$ cat src/rtl/dff_mem_arbiter_if.sv
// rtl/dff_mem_arbiter_if.sv - request, response and memory-pin bundle for the DFF scratch memory arbiter
// Requesters and the memory macro sit on the master side; the arbiter takes the slave modport.
interface dff_mem_arbiter_if #(
  parameter int ADDR_W = 4,
  parameter int DATA_W = 8
);
  logic              req0_valid;
  logic              req0_ready;
  logic              req0_we;
  logic [ADDR_W-1:0] req0_addr;
  logic [DATA_W-1:0] req0_wdata;

  logic              req1_valid;
  logic              req1_ready;
  logic              req1_we;
  logic [ADDR_W-1:0] req1_addr;
  logic [DATA_W-1:0] req1_wdata;

  logic              rsp0_valid;
  logic [DATA_W-1:0] rsp0_rdata;
  logic              rsp1_valid;
  logic [DATA_W-1:0] rsp1_rdata;

  logic              mem_we;
  logic              mem_re;
  logic [ADDR_W-1:0] mem_addr;
  logic [DATA_W-1:0] mem_wdata;
  logic [DATA_W-1:0] mem_rdata;

  logic              init_busy;

  modport slave (
    input  req0_valid, req0_we, req0_addr, req0_wdata,
    input  req1_valid, req1_we, req1_addr, req1_wdata,
    input  mem_rdata,
    output req0_ready, req1_ready,
    output rsp0_valid, rsp0_rdata, rsp1_valid, rsp1_rdata,
    output mem_we, mem_re, mem_addr, mem_wdata,
    output init_busy
  );

  modport master (
    output req0_valid, req0_we, req0_addr, req0_wdata,
    output req1_valid, req1_we, req1_addr, req1_wdata,
    output mem_rdata,
    input  req0_ready, req1_ready,
    input  rsp0_valid, rsp0_rdata, rsp1_valid, rsp1_rdata,
    input  mem_we, mem_re, mem_addr, mem_wdata,
    input  init_busy
  );
endinterface

$ cat src/rtl/dff_mem_arbiter.sv
// rtl/dff_mem_arbiter.sv - clear-on-reset round-robin arbiter for the single-port DFF scratch memory
// Two requesters share the memory; strobes are registered and read data is routed back by tag.
module dff_mem_arbiter #(
  parameter int ADDR_W = 4,
  parameter int DATA_W = 8
) (
  input  logic                  clk,
  input  logic                  rst,
  dff_mem_arbiter_if.slave      bus
);
  localparam int DEPTH = 1 << ADDR_W;

  typedef enum logic {
    ST_INIT = 1'b0,
    ST_RUN  = 1'b1
  } state_t;

  state_t            state, state_next;
  logic [ADDR_W-1:0] clr_cnt, clr_cnt_next;
  logic              prio, prio_next;

  logic              ready0, ready1;
  logic              grant0, grant1;
  logic              mem_we_next, mem_re_next;
  logic [ADDR_W-1:0] mem_addr_next;
  logic [DATA_W-1:0] mem_wdata_next;
  logic              rd_id, rd_id_next;

  // Read tag pipeline: stage 1 follows mem_re, stage 2 holds the captured read data.
  logic              tag1_valid, tag1_id;
  logic              tag2_valid, tag2_id;
  logic [DATA_W-1:0] tag2_data;

  always_ff @(posedge clk) begin
    if (rst) begin
      state   <= ST_INIT;
      clr_cnt <= '0;
      prio    <= 1'b0;
    end else begin
      state   <= state_next;
      clr_cnt <= clr_cnt_next;
      prio    <= prio_next;
    end
  end

  always_comb begin
    state_next     = state;
    clr_cnt_next   = clr_cnt;
    prio_next      = prio;
    ready0         = 1'b0;
    ready1         = 1'b0;
    grant0         = 1'b0;
    grant1         = 1'b0;
    mem_we_next    = 1'b0;
    mem_re_next    = 1'b0;
    mem_addr_next  = bus.mem_addr;
    mem_wdata_next = bus.mem_wdata;
    rd_id_next     = rd_id;

    case (state)
      ST_INIT: begin
        mem_we_next    = 1'b1;
        mem_addr_next  = clr_cnt;
        mem_wdata_next = '0;
        clr_cnt_next   = clr_cnt + 1'b1;
        if (clr_cnt == ADDR_W'(DEPTH - 1)) begin
          state_next = ST_RUN;
        end
      end

      ST_RUN: begin
        // Readiness never looks at the requester's own valid, so a lone requester is always ready.
        ready0 = !bus.req1_valid || !prio;
        ready1 = !bus.req0_valid ||  prio;
        grant0 = bus.req0_valid && ready0;
        grant1 = bus.req1_valid && ready1;

        if (grant0) begin
          mem_we_next   = bus.req0_we;
          mem_re_next   = !bus.req0_we;
          mem_addr_next = bus.req0_addr;
          if (bus.req0_we) begin
            mem_wdata_next = bus.req0_wdata;
          end else begin
            rd_id_next = 1'b0;
          end
          prio_next = 1'b1;
        end else if (grant1) begin
          mem_we_next   = bus.req1_we;
          mem_re_next   = !bus.req1_we;
          mem_addr_next = bus.req1_addr;
          if (bus.req1_we) begin
            mem_wdata_next = bus.req1_wdata;
          end else begin
            rd_id_next = 1'b1;
          end
          prio_next = 1'b0;
        end
      end

      default: begin
        state_next = ST_INIT;
      end
    endcase
  end

  always_ff @(posedge clk) begin
    if (rst) begin
      bus.mem_we     <= 1'b0;
      bus.mem_re     <= 1'b0;
      bus.mem_addr   <= '0;
      bus.mem_wdata  <= '0;
      rd_id          <= 1'b0;
      tag1_valid     <= 1'b0;
      tag1_id        <= 1'b0;
      tag2_valid     <= 1'b0;
      tag2_id        <= 1'b0;
      tag2_data      <= '0;
      bus.rsp0_valid <= 1'b0;
      bus.rsp0_rdata <= '0;
      bus.rsp1_valid <= 1'b0;
      bus.rsp1_rdata <= '0;
    end else begin
      bus.mem_we    <= mem_we_next;
      bus.mem_re    <= mem_re_next;
      bus.mem_addr  <= mem_addr_next;
      bus.mem_wdata <= mem_wdata_next;
      rd_id         <= rd_id_next;

      tag1_valid <= bus.mem_re;
      tag1_id    <= rd_id;
      tag2_valid <= tag1_valid;
      tag2_id    <= tag1_id;
      // Memory output is only valid for one cycle; grab it alongside the tag so back-to-back reads survive.
      tag2_data  <= bus.mem_rdata;

      bus.rsp0_valid <= tag2_valid && !tag2_id;
      bus.rsp1_valid <= tag2_valid &&  tag2_id;
      if (tag2_valid && !tag2_id) begin
        bus.rsp0_rdata <= tag2_data;
      end
      if (tag2_valid && tag2_id) begin
        bus.rsp1_rdata <= tag2_data;
      end
    end
  end

  assign bus.req0_ready = ready0;
  assign bus.req1_ready = ready1;
  assign bus.init_busy  = (state == ST_INIT);

endmodule

$ cat src/flat_wrapper.sv
// flat-port wrapper written by rule: the top's interface ports become plain ports
module dff_mem_arbiter_flat 
#(
  parameter int ADDR_W = 4,
  parameter int DATA_W = 8
)
  (clk, rst, bus_req0_valid, bus_req0_we, bus_req0_addr, bus_req0_wdata, bus_req1_valid, bus_req1_we, bus_req1_addr, bus_req1_wdata, bus_mem_rdata, bus_req0_ready, bus_req1_ready, bus_rsp0_valid, bus_rsp0_rdata, bus_rsp1_valid, bus_rsp1_rdata, bus_mem_we, bus_mem_re, bus_mem_addr, bus_mem_wdata, bus_init_busy);
  dff_mem_arbiter_if #(.ADDR_W(ADDR_W), .DATA_W(DATA_W)) bus_i ();
  input  logic clk;
  input  logic rst;
  input wire logic [$bits(bus_i.req0_valid)-1:0] bus_req0_valid;
  input wire logic [$bits(bus_i.req0_we)-1:0] bus_req0_we;
  input wire logic [$bits(bus_i.req0_addr)-1:0] bus_req0_addr;
  input wire logic [$bits(bus_i.req0_wdata)-1:0] bus_req0_wdata;
  input wire logic [$bits(bus_i.req1_valid)-1:0] bus_req1_valid;
  input wire logic [$bits(bus_i.req1_we)-1:0] bus_req1_we;
  input wire logic [$bits(bus_i.req1_addr)-1:0] bus_req1_addr;
  input wire logic [$bits(bus_i.req1_wdata)-1:0] bus_req1_wdata;
  input wire logic [$bits(bus_i.mem_rdata)-1:0] bus_mem_rdata;
  output wire logic [$bits(bus_i.req0_ready)-1:0] bus_req0_ready;
  output wire logic [$bits(bus_i.req1_ready)-1:0] bus_req1_ready;
  output wire logic [$bits(bus_i.rsp0_valid)-1:0] bus_rsp0_valid;
  output wire logic [$bits(bus_i.rsp0_rdata)-1:0] bus_rsp0_rdata;
  output wire logic [$bits(bus_i.rsp1_valid)-1:0] bus_rsp1_valid;
  output wire logic [$bits(bus_i.rsp1_rdata)-1:0] bus_rsp1_rdata;
  output wire logic [$bits(bus_i.mem_we)-1:0] bus_mem_we;
  output wire logic [$bits(bus_i.mem_re)-1:0] bus_mem_re;
  output wire logic [$bits(bus_i.mem_addr)-1:0] bus_mem_addr;
  output wire logic [$bits(bus_i.mem_wdata)-1:0] bus_mem_wdata;
  output wire logic [$bits(bus_i.init_busy)-1:0] bus_init_busy;
  assign bus_i.req0_valid = bus_req0_valid;
  assign bus_i.req0_we = bus_req0_we;
  assign bus_i.req0_addr = bus_req0_addr;
  assign bus_i.req0_wdata = bus_req0_wdata;
  assign bus_i.req1_valid = bus_req1_valid;
  assign bus_i.req1_we = bus_req1_we;
  assign bus_i.req1_addr = bus_req1_addr;
  assign bus_i.req1_wdata = bus_req1_wdata;
  assign bus_i.mem_rdata = bus_mem_rdata;
  assign bus_req0_ready = bus_i.req0_ready;
  assign bus_req1_ready = bus_i.req1_ready;
  assign bus_rsp0_valid = bus_i.rsp0_valid;
  assign bus_rsp0_rdata = bus_i.rsp0_rdata;
  assign bus_rsp1_valid = bus_i.rsp1_valid;
  assign bus_rsp1_rdata = bus_i.rsp1_rdata;
  assign bus_mem_we = bus_i.mem_we;
  assign bus_mem_re = bus_i.mem_re;
  assign bus_mem_addr = bus_i.mem_addr;
  assign bus_mem_wdata = bus_i.mem_wdata;
  assign bus_init_busy = bus_i.init_busy;
  dff_mem_arbiter #(.ADDR_W(ADDR_W), .DATA_W(DATA_W)) u_core (.clk(clk), .rst(rst), .bus(bus_i));
endmodule
$ cat config.mk
export PLATFORM = sky130hd
export DESIGN_NAME = dff_mem_arbiter_flat
export DESIGN_NICKNAME = d
export VERILOG_FILES = /design/src/rtl/dff_mem_arbiter_if.sv /design/src/rtl/dff_mem_arbiter.sv /design/src/flat_wrapper.sv
export SDC_FILE = /design/constraint.sdc
export NUM_CORES = 1
export LEC_CHECK = 0
export BUFFER_PORTS_ARGS = -buffer_cell sky130_fd_sc_hd__buf_2
export CAP_MARGIN = 10
export CORE_MARGIN = 5
export CORE_UTILIZATION = 33
export DETAILED_ROUTE_END_ITERATION = 10
export PLACE_DENSITY = 0.63
export SLEW_MARGIN = 20
export SYNTH_ARGS = -nofsm -noshare
export SYNTH_HDL_FRONTEND = slang
export SYNTH_SLANG_ARGS = --single-unit
$ cat constraint.sdc
create_clock -name clk -period 2.1 [get_ports clk]
set_input_delay 0.42 -clock clk [delete_from_list [all_inputs] [get_ports clk]]
set_output_delay 0.42 -clock clk [all_outputs]
set_load 0.005 [all_outputs]
==> results of run 1 <==
how the worst max path moves through the flow:
| stage | end | depth (start not counted) | slack (ns) | start |
|---|---|---|---|---|
| finish | bus_req1_ready | 3 | 0.15 | u_core.prio |
| global route | bus_req1_ready | 3 | 0.03 | u_core.prio |
| CTS | bus_req1_ready | 3 | 0.13 | u_core.prio |
| detailed placement | u_core.bus.mem_wdata[0] | 4 | 0.34 | bus_req0_valid |
| global placement | u_core.bus.mem_wdata[7] | 4 | 0.41 | bus_req0_valid |
| floorplan | u_core.bus.mem_wdata[0] | 6 | 0.64 | bus_req0_valid |
Yosys cell counts (all sizes together) (2+ instances only):
cell,n,area share
dfxtp,51,0.49
nand2,27,0.049
a21oi,19,0.046
nor2b,14,0.042
buf,12,0.044
mux2i,12,0.058
nor2,11,0.020
a211oi,9,0.052
clkbuf,9,0.016
nand3,9,0.022
a221oi,8,0.034
a311oi,6,0.025
a31oi,3,0.0090
and3,3,0.0090
inv,3,0.0054
nand2b,3,0.0090
or2,3,0.0090
and2,2,0.0072
xor2,2,0.0084
kinds of logic after synthesis:
group	share of synthesized area
AOI/OAI and AO/OA	0.1921
DFF	0.4913
buffers and inverters	0.06562
xor gates and xnor gates	0.01265
muxes	0.05780
and+or+nand+nor	0.1746
adders and majority gates	0.006020
per-stage QoR:
step / instance area (um^2) / util
after floorplan: 2078 / -
after CTS: 2532 / 0.4058
after global placement: 2440 / 0.3909
after global routing: 2532 / 0.4058
final: 2532 / 0.4058
after detailed placement: 2440 / 0.3909
power by group:
part	switching, mW	internal (mW)	leakage [nW]
clock network	0.338	0.239	0.0408
registers	0.0116	0.984	0.414
logic	0.0759	0.0691	0.630
total	0.425	1.29	1.08
sequential cells by signal, indices dropped and copies added (netlist names):
| name | cells |
|---|---|
| u_core.prio | 1 |
| u_core.rd_id | 1 |
| u_core.bus.mem_we | 1 |
| u_core.tag2_valid | 1 |
| u_core.bus.mem_wdata | 8 |
| u_core.tag1_id | 1 |
| u_core.state | 1 |
| u_core.clr_cnt | 4 |
| u_core.tag2_data | 8 |
| u_core.bus.rsp1_valid | 1 |
| u_core.bus.rsp1_rdata | 8 |
| u_core.bus.rsp0_valid | 1 |
| u_core.tag1_valid | 1 |
| u_core.bus.rsp0_rdata | 8 |
| u_core.bus.mem_addr | 4 |
| u_core.tag2_id | 1 |
| u_core.bus.mem_re | 1 |
worst max-delay path, cell delays in order, from the launching register on:
cell	delay, ns
dfxtp_1	0.50
nand2b_1	0.43
and2_1	0.19
buf_2	0.11
metal layers:
metal  vias up  GRT usage  part of all wire
met5         -          0                 0
met4         0    0.04195             0.014
met3         8    0.04424             0.099
met2        72     0.1802              0.42
met1       756     0.1653              0.47
li1        877          -                 -
placed cells by master, fill, tap and decap left out, types with 2 or more instances in the layout:
cell type,Yosys,final
or2_2,3,3
mux2i_1,12,12
and3_1,3,3
nand3_1,9,9
nand2b_1,3,3
nor2b_1,14,14
dfxtp_1,51,51
nor2_1,11,11
inv_1,3,3
buf_4,1,4
nand2_1,27,27
xor2_1,2,2
a31oi_1,3,3
buf_2,4,72
a221oi_1,8,8
a211oi_2,8,8
a311oi_1,6,6
clkbuf_8,0,5
clkinvlp_4,0,2
a21oi_1,19,19
layout make-up:
type	instances	share of cell area
timing repair buffer	76	0.1541
clock buffer	5	0.02717
clock inverter	3	0.009387
tap	77	0.03804
sequential	51	0.4032
multi-input combinational	140	0.3636
inverter	3	0.004447
==> results.sh, run 1 <==
export IMPL_status="finished, final reports clean"
export IMPL_vias_per_cell=4.825
export IMPL_place_gp_congestion=0.7707
export IMPL_antenna_found_initial=0
export IMPL_drive_gt1_frac=0.3489
export IMPL_multi_input_area_um2=920.9
export IMPL_io_pins=73
export IMPL_power_total_mw=1.717
export IMPL_wirelength_um=4696
export IMPL_period_needed_ns=1.948
export IMPL_clock_path_buffers=2
export IMPL_ys_warnings_count=0
export IMPL_crit_arrival_ns=1.53
export IMPL_numCtsBuffers=5
export IMPL_clockRootBuffer="clkbuf_8"
export IMPL_drt_iter0_markers=32
export IMPL_first_pass_iters=4
export IMPL_ys_flop_type="dfxtp_1"
export IMPL_drc=0
export IMPL_coreArea_um2=6241
export IMPL_min_from="bus_mem_rdata[7]"
export IMPL_fillers=642
export IMPL_grt_max_degree=29
export IMPL_finalClockSkew_ns=0.01037
export IMPL_finalWorstSetupSlack_ns=0.1518
export IMPL_wl_per_cell_um=13.23
export IMPL_post_cts_setup_buffer_count=0
export IMPL_cts_hold_buf=0
export IMPL_async_flop_share=0
export IMPL_r2r_end="u_core.bus.mem_wdata[2]"
export IMPL_grt_usage=0.1224
export IMPL_h_tree_depth=2
export IMPL_setup_viol=0
export IMPL_drv_cap=0
export IMPL_grt_pass1_wl_um=7686
export IMPL_r2r_slack_ns=0.38
export IMPL_dieArea_um2=7985
export IMPL_timing_slew_headroom=0.5603
export IMPL_whs_path_depth=2
export IMPL_path_max_fanout=13
export IMPL_cts_num_sinks=51
export IMPL_worstMarginPinSlew_ns=0.6581
export IMPL_worstSetupPathType="flip-flop to output pin"
export IMPL_ys_ff_latch=51
export IMPL_worstPathRequired_ns=1.68
export IMPL_synthCells=215
export IMPL_r2r_cells=3
export IMPL_place_ws_ns=0.3434
export IMPL_fmax_mhz=513.3
export IMPL_ys_seq_area_frac=0.4913
export IMPL_yosysUniqueCellTypes=33
export IMPL_seq_area_um2=1021
export IMPL_layout_nets=316
export IMPL_syn_nets=254
export IMPL_finalHoldViolations=0
export IMPL_dp_hpwl_um=3396
export IMPL_cts_resized=0
export IMPL_cts_tree="done"
export IMPL_synth_edf_count=0
export IMPL_start_kind="flip-flop"
export IMPL_syn_avg_cell_area_um2=9.666
export IMPL_p_leak_nw=1.085
export IMPL_hp_class="input pin to flip-flop"
export IMPL_antenna_left=0
export IMPL_die_h_um=89.36
export IMPL_rsz0062_at_grt="false"
export IMPL_fin_tns_setup_ns=0
export IMPL_end_kind="output pin"
export IMPL_grt_pass1_vias=1650
export IMPL_start_util=0.3330
export IMPL_r2r_start="u_core.prio"
export IMPL_hold_ws_ns=0.3180
export IMPL_clkLatencyLatePin_ns=0.30
export IMPL_clk_pin_slew_ns=0.10
export IMPL_vias=1713
export IMPL_syn_area_um2=2078
export IMPL_die_w_um=89.36
export IMPL_port_buffers=72
export IMPL_hold_path_end="u_core.tag2_data[7]"
export IMPL_period_share=0.9277
export IMPL_slew_violations=0
export IMPL_vdd_drop_max_v=0.0002512
export IMPL_p_per_area_nw_per_um2=678.1
export IMPL_instances_no_fill=355
export IMPL_overflow=0
export IMPL_n_antenna_cell=0
export IMPL_row_count=29
export IMPL_area_growth_pct=21.85
export IMPL_dp_cells=347
No activity file was read; power rests on OpenSTA's default activity.
==> run 2, diff against run 1 <==
- CELL_PAD_IN_SITES_DETAIL_PLACEMENT: unset -> 1
- CELL_PAD_IN_SITES_GLOBAL_PLACEMENT: unset -> 1
- CTS_CLUSTER_DIAMETER: unset -> 120
- PLACE_DENSITY: 0.63 -> 0.78
==> run 2 against run 1 <==
  * Power grew 0.61%
  * Critical endpoint unchanged
  * Largest cell class unchanged
  * Final cell count increased by 0.28%
  * Core utilization up 0.12 points
  * Critical path depth unchanged
  * Register-to-register slack better by 0.18 ns
==> results.sh, run 2 (same netlist as run 1, synthesis figures left out) <==
export IMPL_status="finished, final reports clean"
export IMPL_p_leak_nw=1.090
export IMPL_worstSetupStartpoint="u_core.prio"
export IMPL_antenna_found_initial=0
export IMPL_vdd_drop_max_v=0.0002362
export IMPL_h_tree_depth=2
export IMPL_final_cell_mix="72 x buf_2, 51 x dfxtp_1, 27 x nand2_1"
export IMPL_coreArea_um2=6241
export IMPL_path_cells="nand2b_1 > and2_1 > buf_2"
export IMPL_clockRootBuffer="clkbuf_8"
export IMPL_slowest_delay_ns=0.33
export IMPL_end_kind="output pin"
export IMPL_clock_path_buffers=2
export IMPL_dieArea_um2=7985
export IMPL_wirelength_um=5439
export IMPL_io_pins=73
export IMPL_drc=0
export IMPL_cts_tree="done"
export IMPL_drive_gt1_frac=0.3513
export IMPL_final_area_um2=2540
export IMPL_cts_resized=0
export IMPL_finalClockSkew_ns=0.01108
export IMPL_cts_hold_buf=0
export IMPL_r2r_start="u_core.prio"
export IMPL_dp_hpwl_um=4045
export IMPL_layout_commonest_cell="buf_2"
export IMPL_post_cts_setup_buffer_count=0
export IMPL_setup_viol=0
export IMPL_drt_iter0_markers=32
export IMPL_die_h_um=89.36
export IMPL_finalHoldViolations=0
export IMPL_post_route_util=0.4070
export IMPL_crit_buf_inv=1
export IMPL_fillers=769
export IMPL_area_growth_pct=22.22
export IMPL_place_gp_congestion=0.7277
export IMPL_layout_nets=317
export IMPL_wl_per_cell_um=15.28
export IMPL_row_count=29
export IMPL_die_w_um=89.36
export IMPL_worstMarginPinSlew_ns=0.6388
export IMPL_fmax_mhz=564.1
export IMPL_clk_pin_slew_ns=0.10
export IMPL_place_area_um2=2447
export IMPL_timing_slew_headroom=0.5733
export IMPL_finalWorstSetupSlack_ns=0.3272
export IMPL_vias=1776
export IMPL_vias_per_cell=4.989
export IMPL_cp_top_family="simple AND/OR/NAND/NOR gates"
export IMPL_start_util=0.3330
export IMPL_overflow=0
export IMPL_cp_slowest_cell="nand2b_1"
export IMPL_p_per_area_nw_per_um2=680.2
export IMPL_slew_violations=0
export IMPL_worstPathRequired_ns=1.68
export IMPL_place_ws_ns=0.3364
export IMPL_crit_arrival_ns=1.35
export IMPL_hp_class="input pin to flip-flop"
export IMPL_start_kind="flip-flop"
export IMPL_multi_input_area_um2=920.9
export IMPL_drv_cap=0
export IMPL_grt_pass1_vias=1905
export IMPL_grt_pass1_wl_um=9025
export IMPL_clkLatencyLatePin_ns=0.31
export IMPL_path_max_fanout=13
export IMPL_min_from="bus_mem_rdata[7]"
export IMPL_period_needed_ns=1.773
export IMPL_grt_max_degree=43
export IMPL_n_antenna_cell=0
export IMPL_rsz0062_at_grt="false"
export IMPL_seq_area_um2=1021
export IMPL_antenna_left=0
export IMPL_numCtsBuffers=5
export IMPL_worstSetupPathType="flip-flop to output pin"
export IMPL_fin_tns_setup_ns=0
export IMPL_cts_num_sinks=51
export IMPL_port_buffers=72
export IMPL_first_pass_iters=4
export IMPL_period_share=0.8442
export IMPL_grt_usage=0.1466
run 2: cell count changes in the layout (fill, tap and decap cells not counted):
cell   before  now
buf_4       4    5
run 2: worst reg2reg max path: stages (launching register included):
cell and delay, ns:
dfxtp_1 0.34, nand2b_1 0.38, a22o_1 0.55, a211oi_2 0.15
run 2: worst paths after layout:
check | cells past startpoint | end | slack, ns
setup / recovery | 3 | bus_req1_ready | 0.33
hold / removal | 2 | u_core.tag2_data[7] | 0.31
setup reg to reg | 3 | u_core.bus.mem_wdata[1] | 0.56
hold reg to reg | 1 | u_core.tag2_id | 0.45
run 2: power breakdown:
group	internal [mW]	switching, mW
Clock	0.239	0.344
Combinational	0.0690	0.0792
Sequential	0.984	0.0122
Total	1.29	0.436
run 2: through the flow:
step / std cells / hold WS (ns) / power (mW)
after CTS: 356 / 0.3021 / 1.758
after detailed placement: 348 / 0.4297 / 1.168
final: 356 / 0.3120 / 1.728
after global placement: 348 / 0.4176 / 1.162
after global routing: 356 / 0.2952 / 1.823
after floorplan: 215 / 0.4138 / 1.120
run 2: cell type report:
cell class	instances	share of cell area
Clock buffer	5	0.02709
Clock inverter	3	0.009360
Inverter	3	0.004433
Multi-Input combinational cell	140	0.3626
Sequential cell	51	0.4020
Tap cell	77	0.03793
Timing Repair Buffer	77	0.1567
run 2: metal layers:
layer,vias up,global-route usage,share of wire
met3,8,0.04608,0.081
met2,66,0.2451,0.47
met4,0,0.04465,0.012
met5,-,0,0
li1,875,-,-
met1,827,0.1798,0.44
==> run 3, diff against run 2 <==
- clock period: 2.1 -> 1.8 ns (I/O delays scaled with it)
==> run 3 against run 2 <==
  * Core utilization rose by 0.56 points
  * Critical endpoint unchanged
  * First-iteration DRC count shrank 25%
  * Critical path type unchanged
  * Clock power grew 21%
  * Register-to-register slack worse by 0.18 ns
==> results.sh, run 3 (same netlist as run 1, synthesis figures left out) <==
export IMPL_worstPathRequired_ns=1.44
export IMPL_start_kind="flip-flop"
export IMPL_r2r_cells=3
export IMPL_cts_resized=0
export IMPL_final_cell_mix="72 x buf_2, 51 x dfxtp_1, 27 x nand2_1"
export IMPL_period_share=0.8993
export IMPL_layout_commonest_cell="buf_2"
export IMPL_dieArea_um2=7985
export IMPL_worstMarginPinSlew_ns=0.5431
export IMPL_grt_pass1_vias=1836
export IMPL_place_gp_congestion=0.7636
export IMPL_clk_pin_slew_ns=0.10
export IMPL_worstSetupStartpoint="u_core.prio"
export IMPL_drt_iter0_markers=24
export IMPL_vias_per_cell=5.028
export IMPL_antenna_found_initial=0
export IMPL_clock_path_buffers=2
export IMPL_antenna_left=0
export IMPL_status="finished, final reports clean"
export IMPL_cts_hold_buf=0
export IMPL_coreArea_um2=6241
export IMPL_r2r_slack_ns=0.38
export IMPL_cts_num_sinks=51
export IMPL_r2r_start="u_core.prio"
export IMPL_rsz0062_at_grt="false"
export IMPL_place_area_um2=2477
export IMPL_h_tree_depth=2
export IMPL_wirelength_um=5272
export IMPL_vdd_drop_max_v=0.0003161
export IMPL_period_needed_ns=1.619
export IMPL_dp_hpwl_um=4015
export IMPL_slew_violations=0
export IMPL_path_max_fanout=6
export IMPL_grt_max_degree=27
export IMPL_die_w_um=89.36
export IMPL_clockRootBuffer="clkbuf_8"
export IMPL_row_count=29
export IMPL_overflow=0
export IMPL_finalHoldViolations=0
export IMPL_area_growth_pct=23.90
export IMPL_timing_slew_headroom=0.6379
export IMPL_wl_per_cell_um=14.64
export IMPL_final_area_um2=2575
export IMPL_hp_class="input pin to flip-flop"
export IMPL_first_pass_iters=4
export IMPL_n_antenna_cell=0
export IMPL_vias=1810
export IMPL_cts_tree="done"
export IMPL_drv_cap=0
export IMPL_finalClockSkew_ns=0.008415
export IMPL_layout_nets=321
export IMPL_die_h_um=89.36
export IMPL_grt_pass1_wl_um=8728
export IMPL_port_buffers=72
export IMPL_drive_gt1_frac=0.3604
export IMPL_r2r_end="u_core.bus.mem_wdata[1]"
export IMPL_hold_ws_ns=0.2609
export IMPL_worstSetupPathType="flip-flop to output pin"
export IMPL_p_leak_nw=1.120
export IMPL_crit_end="bus_req1_ready"
export IMPL_drc=0
export IMPL_io_pins=73
export IMPL_crit_arrival_ns=1.26
export IMPL_clkLatencyLatePin_ns=0.31
export IMPL_numCtsBuffers=5
export IMPL_fin_tns_setup_ns=0
export IMPL_fmax_mhz=617.8
export IMPL_end_kind="output pin"
export IMPL_grt_usage=0.1399
export IMPL_p_per_area_nw_per_um2=794.2
export IMPL_post_cts_setup_buffer_count=0
export IMPL_start_util=0.3330
export IMPL_setup_viol=0
==> run 3: how the worst min path moves through the flow <==
| stage | endpoint | depth (start not counted) | startpoint |
|---|---|---|---|
| 6_report | u_core.tag2_data[4] | 2 | bus_mem_rdata[4] |
| 5_1_grt | u_core.tag2_data[4] | 2 | bus_mem_rdata[4] |
| 4_1_cts | u_core.tag2_data[4] | 2 | bus_mem_rdata[4] |
| 3_5_place_dp | u_core.bus.rsp0_rdata[5] | 2 | u_core.tag2_data[5] |
| 3_3_place_gp | u_core.tag2_valid | 1 | u_core.tag1_valid |
| 2_1_floorplan | u_core.tag2_id | 1 | u_core.tag1_id |
==> run 3: stage by stage <==
step                utilization  worst slack [ns]  power, mW  instances
detailed placement       0.3970            0.1570      1.366        352
finish                   0.4126            0.1812      2.045        360
global placement         0.3970            0.1747      1.361        352
floorplan                     -            0.4041      1.307        215
global route             0.4126            0.1095      2.145        360
CTS                      0.4126            0.1719      2.073        360
==> run 3: power breakdown <==
part	internal [mW]	switching (mW)	leakage, nW
sequential	1.15	0.0144	0.414
clock	0.289	0.418	0.0502
combinational	0.0848	0.0908	0.655
total	1.52	0.523	1.12
==> run 3: per-layer routing <==
layer	wire length [um]	GRT usage	up-vias	share of wire
met3	366	0.04424	5	0.069
met5	0	0	-	0
met2	2475	0.2331	67	0.47
met4	48	0.03654	0	0.0091
met1	2382	0.1747	853	0.45
li1	-	-	885	-
==> run 3: area by class of cell <==
class	instances	area (um^2)
Sequential cell	51	1021
Inverter	3	11.26
Timing Repair Buffer	81	427.9
Clock buffer	5	68.82
Clock inverter	3	28.78
Tap cell	77	96.34
Fill cell	767	3666
Multi-Input combinational cell	140	920.9
==> run 3: worst max-delay path: stages, from the launching register on <==
cell	delay, ns
dfxtp_1	0.43
nand2b_1	0.24
and2_1	0.16
buf_2	0.11
